[src/rtl/xdma_write_req_arbiter.sv]
// xdma_write_req_arbiter
// Round-robin arbiter that shares one write-request burst reshaper between
// several xDMA request frontends. A granted descriptor is captured and held
// for the whole reshaper job. The reshaper gets a one-cycle start pulse, and
// the arbiter does not grant again until the reshaper reports completion.

package xdma_write_req_arbiter_pkg;

  typedef struct packed {
    logic [7:0]  dma_id;
    logic [1:0]  dma_type;
    logic [31:0] remote_addr;
    logic [15:0] dma_length;
    logic        ready_to_transfer;
  } xdma_req_desc_t;

endpackage

module xdma_write_req_arbiter #(
  parameter int unsigned NumReq        = 3,
  parameter type         xdma_req_desc_t = xdma_write_req_arbiter_pkg::xdma_req_desc_t,
  parameter type         xdma_req_idx_t  = logic [$clog2(NumReq)-1:0],
  parameter int unsigned TimeoutCycles = 4096
) (
  input  logic                  clk_i,
  input  logic                  rst_ni,
  input  xdma_req_desc_t        req_desc_i [NumReq],
  input  logic [NumReq-1:0]     req_valid_i,
  output logic [NumReq-1:0]     req_ready_o,
  output logic [NumReq-1:0]     req_done_o,
  output xdma_req_desc_t        write_req_desc_o,
  output xdma_req_idx_t         write_req_idx_o,
  output logic                  write_req_desc_valid_o,
  input  logic                  write_req_done_i,
  output logic                  busy_o,
  output logic                  timeout_o
);

  // The watchdog counter saturates at TimeoutCycles, so it needs one extra code.
  localparam int unsigned CntW = (TimeoutCycles > 1) ? $clog2(TimeoutCycles + 1) : 1;

  typedef enum logic [1:0] {
    ST_IDLE  = 2'd0,
    ST_ISSUE = 2'd1,
    ST_WAIT  = 2'd2,
    ST_DONE  = 2'd3
  } state_e;

  state_e            state_r, state_s;
  xdma_req_idx_t     rr_r, rr_next_s;
  xdma_req_idx_t     idx_r, grant_s;
  xdma_req_desc_t    desc_r, grant_desc_s;
  logic [NumReq-1:0] pick_s, ready_s, done_vec_r;
  logic              found_s, accept_s;
  logic              desc_valid_r, busy_r, timeout_r;
  logic [CntW-1:0]   cnt_r;

  // One-hot decode of a requester index.
  function automatic logic [NumReq-1:0] onehot(input xdma_req_idx_t idx);
    logic [NumReq-1:0] vec;
    for (int i = 0; i < int'(NumReq); i++) begin
      vec[i] = (int'(idx) == i);
    end
    return vec;
  endfunction

  // Find the first valid requester at or after the rr pointer, wrapping.
  always_comb begin
    int cand_v;
    cand_v       = 0;
    found_s      = 1'b0;
    grant_s      = '0;
    grant_desc_s = '0;
    pick_s       = '0;
    for (int i = 0; i < int'(NumReq); i++) begin
      cand_v = (int'(rr_r) + i) % int'(NumReq);
      if (!found_s && req_valid_i[cand_v]) begin
        found_s         = 1'b1;
        grant_s         = xdma_req_idx_t'(cand_v);
        grant_desc_s    = req_desc_i[cand_v];
        pick_s[cand_v]  = 1'b1;
      end else begin
        found_s = found_s;
      end
    end
    rr_next_s = xdma_req_idx_t'((int'(grant_s) + 1) % int'(NumReq));
  end

  // Next-state logic and the combinational accept handshake.
  always_comb begin
    state_s  = state_r;
    accept_s = 1'b0;
    ready_s  = '0;
    case (state_r)
      ST_IDLE: begin
        // Gated with rst_ni so no accept is shown while reset is held.
        if (found_s && rst_ni) begin
          accept_s = 1'b1;
          ready_s  = pick_s;
          // Zero-length jobs never reach the reshaper.
          if (grant_desc_s.dma_length == '0) begin
            state_s = ST_DONE;
          end else begin
            state_s = ST_ISSUE;
          end
        end else begin
          state_s = ST_IDLE;
        end
      end
      ST_ISSUE: begin
        state_s = ST_WAIT;
      end
      ST_WAIT: begin
        if (write_req_done_i) begin
          state_s = ST_DONE;
        end else begin
          state_s = ST_WAIT;
        end
      end
      ST_DONE: begin
        state_s = ST_IDLE;
      end
      default: begin
        state_s = ST_IDLE;
      end
    endcase
  end

  // State register.
  always_ff @(posedge clk_i or negedge rst_ni) begin
    if (!rst_ni) begin
      state_r <= ST_IDLE;
    end else begin
      state_r <= state_s;
    end
  end

  // Capture the winner's descriptor and index, and advance the rr pointer.
  always_ff @(posedge clk_i or negedge rst_ni) begin
    if (!rst_ni) begin
      desc_r <= '0;
      idx_r  <= '0;
      rr_r   <= '0;
    end else if (accept_s) begin
      desc_r <= grant_desc_s;
      idx_r  <= grant_s;
      rr_r   <= rr_next_s;
    end else begin
      desc_r <= desc_r;
      idx_r  <= idx_r;
      rr_r   <= rr_r;
    end
  end

  // Registered start pulse, completion pulse and busy flag, aligned to the state.
  always_ff @(posedge clk_i or negedge rst_ni) begin
    if (!rst_ni) begin
      desc_valid_r <= 1'b0;
      done_vec_r   <= '0;
      busy_r       <= 1'b0;
    end else begin
      desc_valid_r <= (state_s == ST_ISSUE);
      busy_r       <= (state_s != ST_IDLE);
      if (state_s == ST_DONE) begin
        done_vec_r <= onehot(accept_s ? grant_s : idx_r);
      end else begin
        done_vec_r <= '0;
      end
    end
  end

  // Watchdog: counts cycles spent in WAIT; the flag is sticky until reset.
  always_ff @(posedge clk_i or negedge rst_ni) begin
    if (!rst_ni) begin
      cnt_r     <= '0;
      timeout_r <= 1'b0;
    end else if (state_r == ST_WAIT) begin
      if (32'(cnt_r) < TimeoutCycles) begin
        cnt_r <= cnt_r + CntW'(1);
      end else begin
        cnt_r <= cnt_r;
      end
      if ((TimeoutCycles != 32'd0) && ((32'(cnt_r) + 32'd1) == TimeoutCycles)) begin
        timeout_r <= 1'b1;
      end else begin
        timeout_r <= timeout_r;
      end
    end else begin
      cnt_r     <= '0;
      timeout_r <= timeout_r;
    end
  end

  assign req_ready_o            = ready_s;
  assign req_done_o             = done_vec_r;
  assign write_req_desc_o       = desc_r;
  assign write_req_idx_o        = idx_r;
  assign write_req_desc_valid_o = desc_valid_r;
  assign busy_o                 = busy_r;
  assign timeout_o              = timeout_r;

endmodule

[config.mk]
export PLATFORM = sky130hd
export DESIGN_NAME = xdma_write_req_arbiter
export DESIGN_NICKNAME = d
export VERILOG_FILES = /design/src/rtl/xdma_write_req_arbiter.sv
export SDC_FILE = /design/constraint.sdc
export NUM_CORES = 1
export LEC_CHECK = 0
export CAP_MARGIN = 20
export CORE_MARGIN = 2
export CORE_UTILIZATION = 33
export CTS_BUF_LIST = sky130_fd_sc_hd__clkbuf_16
export CTS_CLUSTER_SIZE = 28
export DETAILED_ROUTE_END_ITERATION = 7
export HOLD_SLACK_MARGIN = 0.08
export PLACE_DENSITY = 0.56
export SLEW_MARGIN = 20
export SYNTH_ARGS = -nofsm -noshare
export SYNTH_HDL_FRONTEND = slang
export SYNTH_SLANG_ARGS = --single-unit
[constraint.sdc]
create_clock -name clk_i -period 3.17 [get_ports clk_i]
set_input_delay 0.634 -clock clk_i [delete_from_list [all_inputs] [get_ports clk_i]]
set_output_delay 0.634 -clock clk_i [all_outputs]
set_load 0.005 [all_outputs]
---- After elaboration in Yosys (flattened, before gate mapping) ----
Index checks and enable logic that the tools add are counted.
storage, ports and cells
  register bits ........................... 84
  input bits .............................. 183
  output and inout bits ................... 70
  word-level logic and storage cells ...... 107
cells by class
  $add $sub $neg .......................... 5
  div/mod/pow operators ................... 4
  order comparisons ....................... 10
  equal/unequal tests ..................... 9
  mux-type cells .......................... 48
  bitwise operators ....................... 5
  reductions and logical operators ........ 13
operators by type and width
  operator                                                      number
  2-to-1 mux 59 bit                                             9
  binary-select mux 59 bit (select 2 bit)                       3
  >= comparator 32 x 1 -> 1 bit (second input constant)         3
  >= comparator 32 x 3 -> 1 bit (second input constant)         3
  less-than comparator 32 x 4 -> 1 bit (second input constant)  3
  modulo 32 x 3 -> 32 bit (second input constant)               3
  NOT 32 bit                                                    3
  modulo 3 x 3 -> 32 bit (second input constant)                1
  2-to-1 mux 13 bit                                             2
  2-to-1 mux 3 bit                                              6
  zero test 16 bit                                              1
  2-to-1 mux 1 bit                                              15
  adder 13 x 1 -> 14 bit (second input constant)                1
  == test 14 x 13 -> 1 bit (second input constant)              1
  adder 13 x 1 -> 13 bit (second input constant)                1
  less-than comparator 13 bit (second input constant)           1
  2-to-1 mux 2 bit                                              6
  == test 2 bit (second input constant)                         5
  case mux 2 bit (4 select lines)                               1
  adder 2 x 1 -> 3 bit (second input constant)                  2
  binary-select mux 1 bit (select 2 bit)                        3
  demux 1 bit (select 2 bit)                                    3
  logical AND 1 bit                                             6
  OR 3 bit                                                      2
  other kinds (7)                                               10

---- Longest topological paths before layout ----
Gate-level depths: netlist of run 1.
  word-level depth ........................ 17
  depth in mapped cells ................... 13
  gate-level depth less buffers ........... 10

---- Worst setup path after synthesis of run 1 ----
OpenSTA, ideal clock, no wires.
  path kind ............................... reg2out
  start point ............................. register rr_r[0] (netlist bit)
  end point ............................... output req_ready_o[0]
  arrival time ............................ 2.230 ns
  data required time ...................... 2.536 ns
  setup slack ............................. 0.306 ns
  cell stages (with the launch flop) ...... 10
  path buffers ............................ 3
  cell sequence ........................... dfrtp_1 -> inv_1 -> ha_1 -> buf_6 -> mux2i_4 -> a2bb2oi_4 -> buf_2 -> buf_1 -> nand3_1 -> a311oi_1
on the way
  longest elaborated chain between the ends .. 14
ends and longest elaborated chain
  what                                                                              RTL line  RTL
  from (decl)                                                                       50        xdma_req_idx_t rr_r, rr_next_s;
  from (signal assigned)                                                            147       rr_r <= rr_next_s;
  from (signal assigned)                                                            151       rr_r <= rr_r;
  parallel branches: the longest is 12 deep, another holds modulo 32 x 3 -> 32 bit  n/a
  2-to-1 mux 3 bit (*)                                                              97        if (found_s && rst_ni) begin
  2-to-1 mux 3 bit (*)                                                              94        case (state_r)
  to (decl)                                                                         29        output logic [NumReq-1:0] req_ready_o,
Every way passes the cells marked *. The select of a mux whose other input is x is not followed.

---- Worst setup path after layout of run 1 ----
  start point ............................. input req_valid_i[0]
  end point ............................... output req_ready_o[2]
on the way
  longest elaborated chain between the ends .. 13
ends and longest elaborated chain
  what                                                  RTL line  RTL
  from (decl)                                           28        input logic [NumReq-1:0] req_valid_i,
  binary-select mux 1 bit (select 2 bit)                77        if (!found_s && req_valid_i[cand_v]) begin
  2-to-1 mux 1 bit (not written as such) (2 in series)  77
  2-to-1 mux 1 bit                                      77
  zero test 1 bit                                       77
  logical AND 1 bit                                     77
  2-to-1 mux 1 bit                                      77
  zero test 1 bit                                       77
  logical AND 1 bit                                     77
  2-to-1 mux 1 bit                                      77
  logical AND 1 bit                                     97
  2-to-1 mux 3 bit (*)                                  97
  2-to-1 mux 3 bit (*)                                  94
Mark *: on every way between the ends. The rest lies on a longest branch, timed or not. The select of a mux whose other input is x is not followed.

==> results.py, run 1 <==
metrics = {
    "run_status": {
        "status": "complete, no violations",
    },
    "placed_design": {
        "dp_hpwl_um": 20790,
        "numPortBuffers": 252,
        "gp_congestion": 0.8192,
    },
    "setup_path": {
        "path_depth": 7,
        "cp_slowest_stage_delay_ns": 0.52,
        "cp_cell_sequence": "clkdlybuf4s50_1, mux2i_4, o2bb2ai_4, o311ai_4, buf_4, a21oi_1, dlygate4sd2_1",
        "r2r-start": "rr_r[1]$_DFFE_PN0N_",
        "rrSetupSlack_ns": 0.21,
        "crit_slowest_cell": "clkdlybuf4s50_1",
        "worstSetupEndpoint": "req_ready_o[2]",
        "worst_r2r_path_depth": 10,
        "crit_fanout": 4,
        "critical_path_class": "input port to output pin",
        "startpoint": "req_valid_i[0]",
        "cp.required_ns": 2.54,
        "critPathTopFamily": "buffers and inverters",
        "start_kind": "input port",
        "r2r_end": "req_done_o[0]$_DFF_PN0_",
        "end_kind": "output pin",
        "cp.arrival_ns": 2.41,
        "worst-path-buf-inv": 3,
    },
    "synthesis": {
        "ys_types": 58,
        "synth_area_leaders": "dfrtp_1 (25%), mux2i_1 (20%), o21ai_0 (9.0%)",
        "synth_top_area_share_pct": 24.66,
        "synth_top_area_cell": "dfrtp_1",
        "yosys_warnings": 0,
        "synth-seq-cells": 84,
        "synth_edf_count": 0,
        "synthFlopType": "dfrtp_1",
        "synth.avg_cell_area_um2": 7.908,
        "synthCells": 1078,
        "ys_seq_area_share_pct": 24.66,
        "async_flop_share_pct": 100.0,
        "synth_fp_nets": 1270,
        "netlist_area_mm2": 0.008524,
    },
    "routing": {
        "drcViolationCount": 0,
        "drt-initial-drc-count": 623,
        "drt-total-wl_um": 30490,
        "avgViaCountPerCell": 5.531,
        "routed-via-count": 8988,
        "wl_per_cell_um": 18.76,
        "firstDrtPassIters": 5,
        "drtAntennaViolNets": 0,
    },
    "timing": {
        "fmax_ghz": 0.3287,
        "hold_violations": 0,
        "period_needed_ns": 3.042,
        "worst_pin_slew_ns": 0.8888,
        "finalCritPeriodShare_pct": 95.97,
        "setup_violations": 0,
        "setup_tns_ns": 0,
        "maxSlewViolCount": 0,
        "slew_headroom_pct": 40.74,
        "rsz0062_at_grt": "no",
        "skew_ns": 0.01282,
    },
    "global_route": {
        "grt_pass1_vias": 8634,
        "antenna_found_initial": 0,
        "track_usage_pct": 22.01,
        "grt_overflow_total": 0,
        "grt_start_max_net_pins": 67,
        "grt_pass1_wl_um": 47370,
    },
    "power": {
        "p_leak_uw": 0.004561,
        "pwr_density_cell_mw_per_mm2": 976.2,
        "peakVddDrop_v": 0.001154,
        "power_uw": 11410,
    },
    "cts": {
        "cts.sinks": 84,
        "h-tree-depth": 3,
        "cts_tree": "built",
        "cts_root_buf": "clkbuf_16",
        "numCtsBuffers": 9,
        "clockBufferDepth": 2,
        "insertion_delay_ns": 0.36,
        "cts_hold_buf": 0,
        "clkTransAtPathRegs_ns": 0.06,
    },
    "die": {
        "start_util_pct": 33.75,
        "coreArea_mm2": 0.02525,
        "rows": 58,
        "die_w_um": 164.7,
        "dieHeight_um": 164.7,
        "dieArea_mm2": 0.02713,
        "num_io_pins": 253,
    },
    "layout": {
        "diodes": 0,
        "drive_above_1_share_pct": 9.344,
        "post-route-util_pct": 46.28,
        "fin_nets": 1482,
        "area_growth_syn_to_layout_pct": 37.11,
    },
    "flow_run": {
        "maxCapViolations": 0,
    },
    "min_path": {
        "min_path_type": "input port to async pin",
    },
}
==> synth_stat cells, drive strengths merged, types with 5 or more instances <==
cell,number
mux2i,170
o21ai,154
nand2,122
a21oi,108
nor2,102
dfrtp,84
buf,63
o221ai,45
clkbuf,42
o2bb2ai,27
nand3,21
mux2,18
and2,16
a221oi,12
ha,9
a31o,7
a31oi,7
inv,7
xor2,7
nor2b,6
xnor2,5
==> repair_timing <==
item / 4_1_cts / 5_1_grt
pin swaps: 5 / 3
setup buffers: 12 / 1
resized for setup: 11 / 7
endpoints found under the setup margin: 3 / 10
gates cloned: 0 / 0
==> where the power goes <==
group | internal, µW | switching (µW) | total (µW)
logic | 3750 | 4810 | 8570
clock network | 555 | 528 | 1080
registers | 1500 | 266 | 1760
total | 5800 | 5610 | 11400
==> state kept, by name, indices dropped and copies added (netlist names) <==
register / count
busy_o: 1
cnt_r: 13
req_done_o: 3
rr_r: 2
state_r: 2
timeout_o: 1
write_req_desc_o: 59
write_req_desc_valid_o: 1
write_req_idx_o: 2
==> kinds of logic after synthesis <==
| family | after synthesis | share of synthesized area (%) |
|---|---|---|
| compound gates | 380 | 28.33 |
| xor+xnor | 12 | 1.233 |
| fa+ha+maj | 9 | 1.321 |
| buf+inv | 112 | 6.943 |
| flops | 84 | 24.66 |
| mux | 188 | 22.63 |
| simple gates | 293 | 14.88 |
==> metal layers <==
| layer | vias up | share of wire, % | global-route usage, % |
|---|---|---|---|
| met5 | - | 0 | 0 |
| met4 | 0 | 2.2 | 6.680 |
| met3 | 40 | 6.8 | 4.319 |
| met2 | 288 | 45 | 34.44 |
| met1 | 4260 | 46 | 30.62 |
| li1 | 4400 | - | - |
==> worst min path at each step <==
stage | cells after the start | slack (ns) | endpoint
6_report | 2 | 0.48 | write_req_desc_o[14]$_DFFE_PN0N_
5_1_grt | 2 | 0.50 | write_req_desc_o[38]$_DFFE_PN0N_
3_3_place_gp | 2 | 0.45 | timeout_o$_DFFE_PN0P_
4_1_cts | 2 | 0.49 | write_req_desc_o[38]$_DFFE_PN0N_
3_5_place_dp | 2 | 0.46 | timeout_o$_DFFE_PN0P_
2_1_floorplan | 0 | 0.34 | busy_o$_DFF_PN0_
==> area by class of cell <==
| class | count | area (µm²) |
|---|---|---|
| multi-input cells | 882 | 5917 |
| repair buffers | 306 | 2937 |
| flip-flops and latches | 84 | 2103 |
| clock inverters | 7 | 66.31 |
| clock buffers | 9 | 225.2 |
| well taps | 330 | 412.9 |
| fillers | 2532 | 13570 |
| inverters | 7 | 26.28 |
==> stage by stage <==
stage | hold WS (ns) | cell area (µm²) | instances | setup WS [ns]
detailed placement | 0.4623 | 11250 | 1596 | -0.2115
global placement | 0.4516 | 11250 | 1596 | -0.2024
global route | 0.5017 | 11690 | 1625 | 0.01593
floorplan | 0.3384 | 8524 | 1078 | 0.3063
CTS | 0.4873 | 11670 | 1624 | -0.05468
finish | 0.4801 | 11690 | 1625 | 0.1278
==> layout by cell type, fill, tap and decap left out, drive strengths merged, types with 3 or more instances in the layout <==
cell,count
o21ai,154
xnor2,5
o31ai,3
inv,12
nor3,4
nand2,122
nor3b,3
clkdlybuf4s50,247
clkbuf,10
dfrtp,84
ha,9
and2,16
a221oi,12
buf,55
o221ai,45
nand2b,4
o2bb2ai,27
mux2,18
a211oi,3
xor2,7
mux2i,170
nand3,21
nor2b,6
a21oi,108
a31o,7
nand4,4
a31oi,7
nor2,102
No activity file was read; power rests on OpenSTA's default activity.
==> run 2: changes to the inputs <==
--- a/config.mk
+++ b/config.mk
@@ -8,7 +8,7 @@
 export CAP_MARGIN = 20
 export CORE_MARGIN = 2
 export CORE_UTILIZATION = 33
-export CTS_BUF_LIST = sky130_fd_sc_hd__clkbuf_16
+export CTS_BUF_LIST = sky130_fd_sc_hd__clkbuf_2 sky130_fd_sc_hd__clkbuf_4 sky130_fd_sc_hd__clkbuf_8
 export CTS_CLUSTER_SIZE = 28
 export DETAILED_ROUTE_END_ITERATION = 7
 export HOLD_SLACK_MARGIN = 0.08
==> run 2 against run 1 <==
Compared with the run above: cell count down 0.12%; clock-buffer cell count unchanged; global-route usage down 0.16 points; via count about the same; die area unchanged; sequential share of layout area up 0.16 points; utilization down 0.45 points; fmax down 1.4%; first-iteration DRC count down 4.0%; critical endpoint is now req_ready_o[1].
==> results.py, run 2 (synthesized netlist as in run 1, its figures left out) <==
metrics = {
    "setup_path": {
        "r2r-start": "rr_r[1]$_DFFE_PN0N_",
        "cp_cell_sequence": "clkdlybuf4s50_1, mux2i_2, o2bb2ai_4, o311ai_4, buf_4, a21oi_2, dlygate4sd2_1",
        "worst_r2r_path_depth": 10,
        "start_kind": "input port",
        "crit_fanout": 5,
        "startpoint": "req_valid_i[1]",
        "cp.required_ns": 2.54,
        "cp_slowest_stage_delay_ns": 0.53,
        "critical_path_class": "input port to output pin",
        "end_kind": "output pin",
        "cp.arrival_ns": 2.45,
        "crit_slowest_cell": "clkdlybuf4s50_1",
    },
    "routing": {
        "drtAntennaViolNets": 0,
        "drcViolationCount": 0,
        "wl_per_cell_um": 18.72,
        "firstDrtPassIters": 5,
        "avgViaCountPerCell": 5.534,
        "drt-total-wl_um": 30390,
        "routed-via-count": 8982,
        "drt-initial-drc-count": 598,
    },
    "cts": {
        "cts_tree": "built",
        "numCtsBuffers": 9,
        "cts.sinks": 84,
        "insertion_delay_ns": 0.38,
        "clkTransAtPathRegs_ns": 0.12,
        "cts_hold_buf": 0,
        "h-tree-depth": 3,
        "clockBufferDepth": 2,
        "cts_root_buf": "clkbuf_8",
    },
    "placed_design": {
        "dp_slack_ns": -0.2115,
        "gp_congestion": 0.8192,
        "dp_hpwl_um": 20790,
        "numPortBuffers": 252,
        "dp.cells": 1596,
    },
    "layout": {
        "largest_reg_flops": 59,
        "area_growth_syn_to_layout_pct": 35.79,
        "fin_nets": 1480,
        "diodes": 0,
        "final_cell_count_no_fill": 1623,
        "drive_above_1_share_pct": 8.971,
        "layout_commonest_cell": "clkdlybuf4s50_1",
        "final_cell_mix": "clkdlybuf4s50_1 (248), mux2i_1 (167), o21ai_0 (154), nand2_1 (121), a21oi_1 (107)",
    },
    "global_route": {
        "grtUsageMet3_pct": 4.194,
        "track_usage_pct": 21.85,
        "grt_overflow_total": 0,
        "grt_pass1_wl_um": 47090,
        "grt_pass1_vias": 8591,
        "grt_busiest_layer": "met2",
        "met1_usage_pct": 30.55,
        "grtUsageMet2_pct": 34.16,
        "grt_start_max_net_pins": 67,
        "antenna_found_initial": 0,
    },
    "die": {
        "dieHeight_um": 164.7,
        "coreArea_mm2": 0.02525,
        "dieArea_mm2": 0.02713,
        "num_io_pins": 253,
        "die_w_um": 164.7,
        "start_util_pct": 33.75,
        "rows": 58,
    },
    "timing": {
        "skew_ns": 0.02352,
        "period_needed_ns": 3.084,
        "maxSlewViolCount": 0,
        "whs_ns": 0.4656,
        "fmax_ghz": 0.3242,
        "hold_violations": 0,
        "finalCritPeriodShare_pct": 97.30,
        "slew_headroom_pct": 40.66,
        "setup_violations": 0,
        "worst_pin_slew_ns": 0.8901,
        "setup_ws_ns": 0.08560,
    },
    "power": {
        "switching_share_pct": 50.20,
        "p_seq_share_pct": 15.9,
        "switchingPower_uw": 5553,
        "pwr-share-clk_pct": 7.2,
        "p_leak_uw": 0.004510,
        "pwr_density_cell_mw_per_mm2": 955.8,
        "peakVddDrop_v": 0.0009854,
        "intPower_uw": 5510,
        "comb_power_share_pct": 77.0,
    },
    "run_status": {
        "status": "complete, no violations",
    },
    "flow_run": {
        "maxCapViolations": 0,
    },
    "min_path": {
        "min_path_type": "input port to async pin",
    },
}
[run 2: changes by cell type in the layout (fill, tap and decap cells not counted)]
cell             delta
buf_6               +1
inv_2               -2
clkbuf_16           -9
dfrtp_2             -1
dlygate4sd2_1       -1
dfrtp_1             +1
clkdlybuf4s50_1     +1
clkbuf_8            +9
inv_1               +2
buf_4               -3
[run 2: routing by layer]
layer	routed length [µm]	vias to the layer above
met5	0	-
met3	2022	42
li1	-	4397
met4	634	0
met2	13570	294
met1	14170	4249
[run 2: cell type report]
type                            instances  area [µm²]
Clock buffer                            9       123.9
Inverter                                7       26.28
Clock inverter                          7       66.31
Sequential cell                        84        2102
Multi-Input combinational cell        882        5917
Tap cell                              330       412.9
Timing Repair Buffer                  304        2927
Fill cell                            2540       13680
[run 2: stage by stage]
step / utilization (%) / total power, µW / TNS (ns) / instance area [µm²]
finish: 45.83 / 11060 / 0 / 11570
global route: 45.83 / 12080 / -0.01532 / 11570
CTS: 45.61 / 11050 / -0.1184 / 11520
detailed placement: 44.56 / 10100 / -0.7529 / 11250
global placement: 44.56 / 10060 / -0.6029 / 11250
floorplan: - / 7450 / 0 / 8524
[run 2: worst paths after layout]
| path | to | slack (ns) |
|---|---|---|
| worst min register to register | write_req_desc_o[28]$_DFFE_PN0N_ | 0.49 |
| worst max-delay path | req_ready_o[1] | 0.09 |
| worst min-delay path | timeout_o$_DFFE_PN0P_ | 0.47 |
| max in group asynchronous | write_req_desc_o[27]$_DFFE_PN0N_ | 1.74 |
| min in group clk_i | write_req_desc_o[28]$_DFFE_PN0N_ | 0.49 |
| worst max register to register | req_done_o[0]$_DFF_PN0_ | 0.17 |
[run 2: power by group through the flow]
stage / Sequential (µW) / Clock (µW) / Combinational, µW
2_1_floorplan: 1740 / 0 / 5710
3_3_place_gp: 1790 / 0 / 8280
3_5_place_dp: 1780 / 0 / 8320
4_1_cts: 1770 / 834 / 8450
5_1_grt: 1800 / 872 / 9400
6_report: 1760 / 792 / 8510
[run 2: worst max-delay path, delay by kind of cell]
kind	cells	cell delay (ns)
compound gates	3	0.56
buf+inv	3	0.98
mux	1	0.27
[run 2: timing repair]
item / in CTS / in global routing
resized for setup: 6 / 9
setup endpoints to repair: 3 / 7
setup buffers: 6 / 5
pin swaps: 3 / 2
==> run 3: changes to the inputs <==
--- a/config.mk
+++ b/config.mk
@@ -13,6 +13,7 @@
 export DETAILED_ROUTE_END_ITERATION = 7
 export HOLD_SLACK_MARGIN = 0.08
 export PLACE_DENSITY = 0.56
+export SKIP_CTS_REPAIR_TIMING = 1
 export SLEW_MARGIN = 20
 export SYNTH_ARGS = -nofsm -noshare
 export SYNTH_HDL_FRONTEND = slang
==> run 3 against run 2 <==
Compared with the run above: via count is 0.37% higher; flip-flop and latch count stayed put; first-iteration DRC count is 6.2% higher; combinational power is 0.6% higher; critical path depth is 2 higher; setup slack worse by 0.026 ns; sequential power hardly changed; clock power hardly changed; sequential share of layout area hardly changed; die area stayed put; wire length is 0.23% lower; largest cell class unchanged; largest power group unchanged.
==> results.py, run 3 (synthesized netlist as in run 1, its figures left out) <==
metrics = {
    "run_status": {
        "status": "complete, no violations",
    },
    "die": {
        "dieArea_mm2": 0.02713,
        "num_io_pins": 253,
        "coreArea_mm2": 0.02525,
        "dieHeight_um": 164.7,
        "die_w_um": 164.7,
        "rows": 58,
        "start_util_pct": 33.75,
    },
    "min_path": {
        "min_path_type": "input port to async pin",
    },
    "flow_run": {
        "maxCapViolations": 0,
    },
    "setup_path": {
        "worst_r2r_path_depth": 10,
        "start_kind": "flop",
        "cp_cell_sequence": "ha_4, mux2i_4, buf_6, o2bb2ai_4, o311ai_4, buf_4, buf_4, a21oi_1, clkbuf_2",
        "critical_path_class": "flop to output pin",
        "crit_fanout": 7,
        "end_kind": "output pin",
        "cp_slowest_stage_delay_ns": 0.45,
        "crit_slowest_cell": "dfrtp_2",
        "cp_common_cell": "buf_4",
        "cp.required_ns": 2.54,
        "cp.arrival_ns": 2.48,
    },
    "power": {
        "peakVddDrop_v": 0.0009958,
        "intPower_uw": 5546,
        "p_leak_uw": 0.004530,
        "switching_share_pct": 50.07,
        "pwr-share-clk_pct": 7.2,
        "pwr_density_cell_mw_per_mm2": 958.8,
        "p_seq_share_pct": 15.8,
        "switchingPower_uw": 5563,
        "comb_power_share_pct": 77.0,
    },
    "global_route": {
        "track_usage_pct": 21.70,
        "grt_start_max_net_pins": 67,
        "antenna_found_initial": 0,
        "grt_overflow_total": 0,
        "grt_pass1_vias": 8537,
        "grt_pass1_wl_um": 46790,
    },
    "layout": {
        "drive_above_1_share_pct": 9.274,
        "final_cell_mix": "clkdlybuf4s50_1 (247), mux2i_1 (167), o21ai_0 (154), nand2_1 (121), a21oi_1 (107)",
        "diodes": 0,
        "largest_reg_flops": 59,
        "fin_nets": 1481,
        "layout_commonest_cell": "clkdlybuf4s50_1",
        "area_growth_syn_to_layout_pct": 35.92,
        "post-route-util_pct": 45.88,
    },
    "routing": {
        "firstDrtPassIters": 5,
        "wl_per_cell_um": 18.67,
        "drt-total-wl_um": 30320,
        "drtAntennaViolNets": 0,
        "drcViolationCount": 0,
        "routed-via-count": 9015,
        "drt-initial-drc-count": 635,
        "avgViaCountPerCell": 5.551,
    },
    "cts": {
        "clockBufferDepth": 2,
        "cts.sinks": 84,
        "clkTransAtPathRegs_ns": 0.12,
        "cts_root_buf": "clkbuf_8",
        "insertion_delay_ns": 0.38,
        "cts_tree": "built",
        "numCtsBuffers": 9,
        "h-tree-depth": 3,
    },
    "timing": {
        "rsz0062_at_grt": "yes",
        "setup_violations": 0,
        "fmax_ghz": 0.3215,
        "period_needed_ns": 3.111,
        "whs_ns": 0.4688,
        "slew_headroom_pct": 40.93,
        "worst_pin_slew_ns": 0.8860,
        "skew_ns": 0.02263,
        "hold_violations": 0,
        "maxSlewViolCount": 0,
        "finalCritPeriodShare_pct": 98.13,
        "setup_ws_ns": 0.05934,
    },
    "placed_design": {
        "dp_slack_ns": -0.2115,
        "numPortBuffers": 252,
        "gp_congestion": 0.8192,
        "dp_hpwl_um": 20790,
    },
}
[run 3: cell count changes in the layout (fill, tap and decap cells not counted), sizes merged]
cell           before  now
dlymetal6s2s        1    3
dlygate4sd2         1    0
buf                53   54
clkdlybuf4s50     248  247
[run 3: metal layers]
metal	global-route usage [%]	up-vias	routed length (µm)
li1	-	4398	-
met1	30.47	4269	14160
met2	33.78	300	13460
met3	4.169	48	2024
met4	6.403	0	676
met5	0	-	0
[run 3: metrics by stage]
step | cells | setup TNS (ns) | instance area [µm²] | total power (µW)
floorplan | 1078 | 0 | 8524 | 7450
global placement | 1596 | -0.6029 | 11250 | 10060
detailed placement | 1596 | -0.7529 | 11250 | 10100
CTS | 1612 | -0.6722 | 11440 | 10940
global route | 1624 | -0.06034 | 11590 | 12110
finish | 1624 | 0 | 11590 | 11110
[run 3: area by class of cell]
class,instances,area (µm²)
tap,330,412.9
fill,2525,13670
inverter,7,26.28
clock inverter,7,66.31
sequential,84,2103
clock buffer,9,123.9
timing repair buffer,305,2937
multi-input combinational,882,5917
[run 3: worst paths after layout]
check | startpoint | to | slack [ns]
min in group clk_i | write_req_desc_o[28]$_DFFE_PN0N_ | write_req_desc_o[28]$_DFFE_PN0N_ | 0.49
max reg2reg | rr_r[1]$_DFFE_PN0N_ | req_done_o[2]$_DFF_PN0_ | 0.21
min | rst_ni | timeout_o$_DFFE_PN0P_ | 0.47
max | rr_r[1]$_DFFE_PN0N_ | req_ready_o[2] | 0.06
max in group asynchronous | rst_ni | write_req_desc_o[27]$_DFFE_PN0N_ | 1.73
min reg2reg | write_req_desc_o[28]$_DFFE_PN0N_ | write_req_desc_o[28]$_DFFE_PN0N_ | 0.49
[run 3: worst max-delay path: cells and delay by family, from the launching register on]
family | cells | cell delay [ns]
AOI/OAI and AO/OA | 3 | 0.46
adders and majority gates | 1 | 0.35
buffers and inverters | 4 | 0.54
DFF | 1 | 0.45
muxes | 1 | 0.32
[run 3: power groups by stage]
stage                     Combinational, µW  Clock, µW  Sequential (µW)
after global routing                   9430        872             1810
final                                  8560        794             1760
after detailed placement               8320          0             1780
after floorplan                        5710          0             1740
after CTS                              8340        834             1770
after global placement                 8280          0             1790
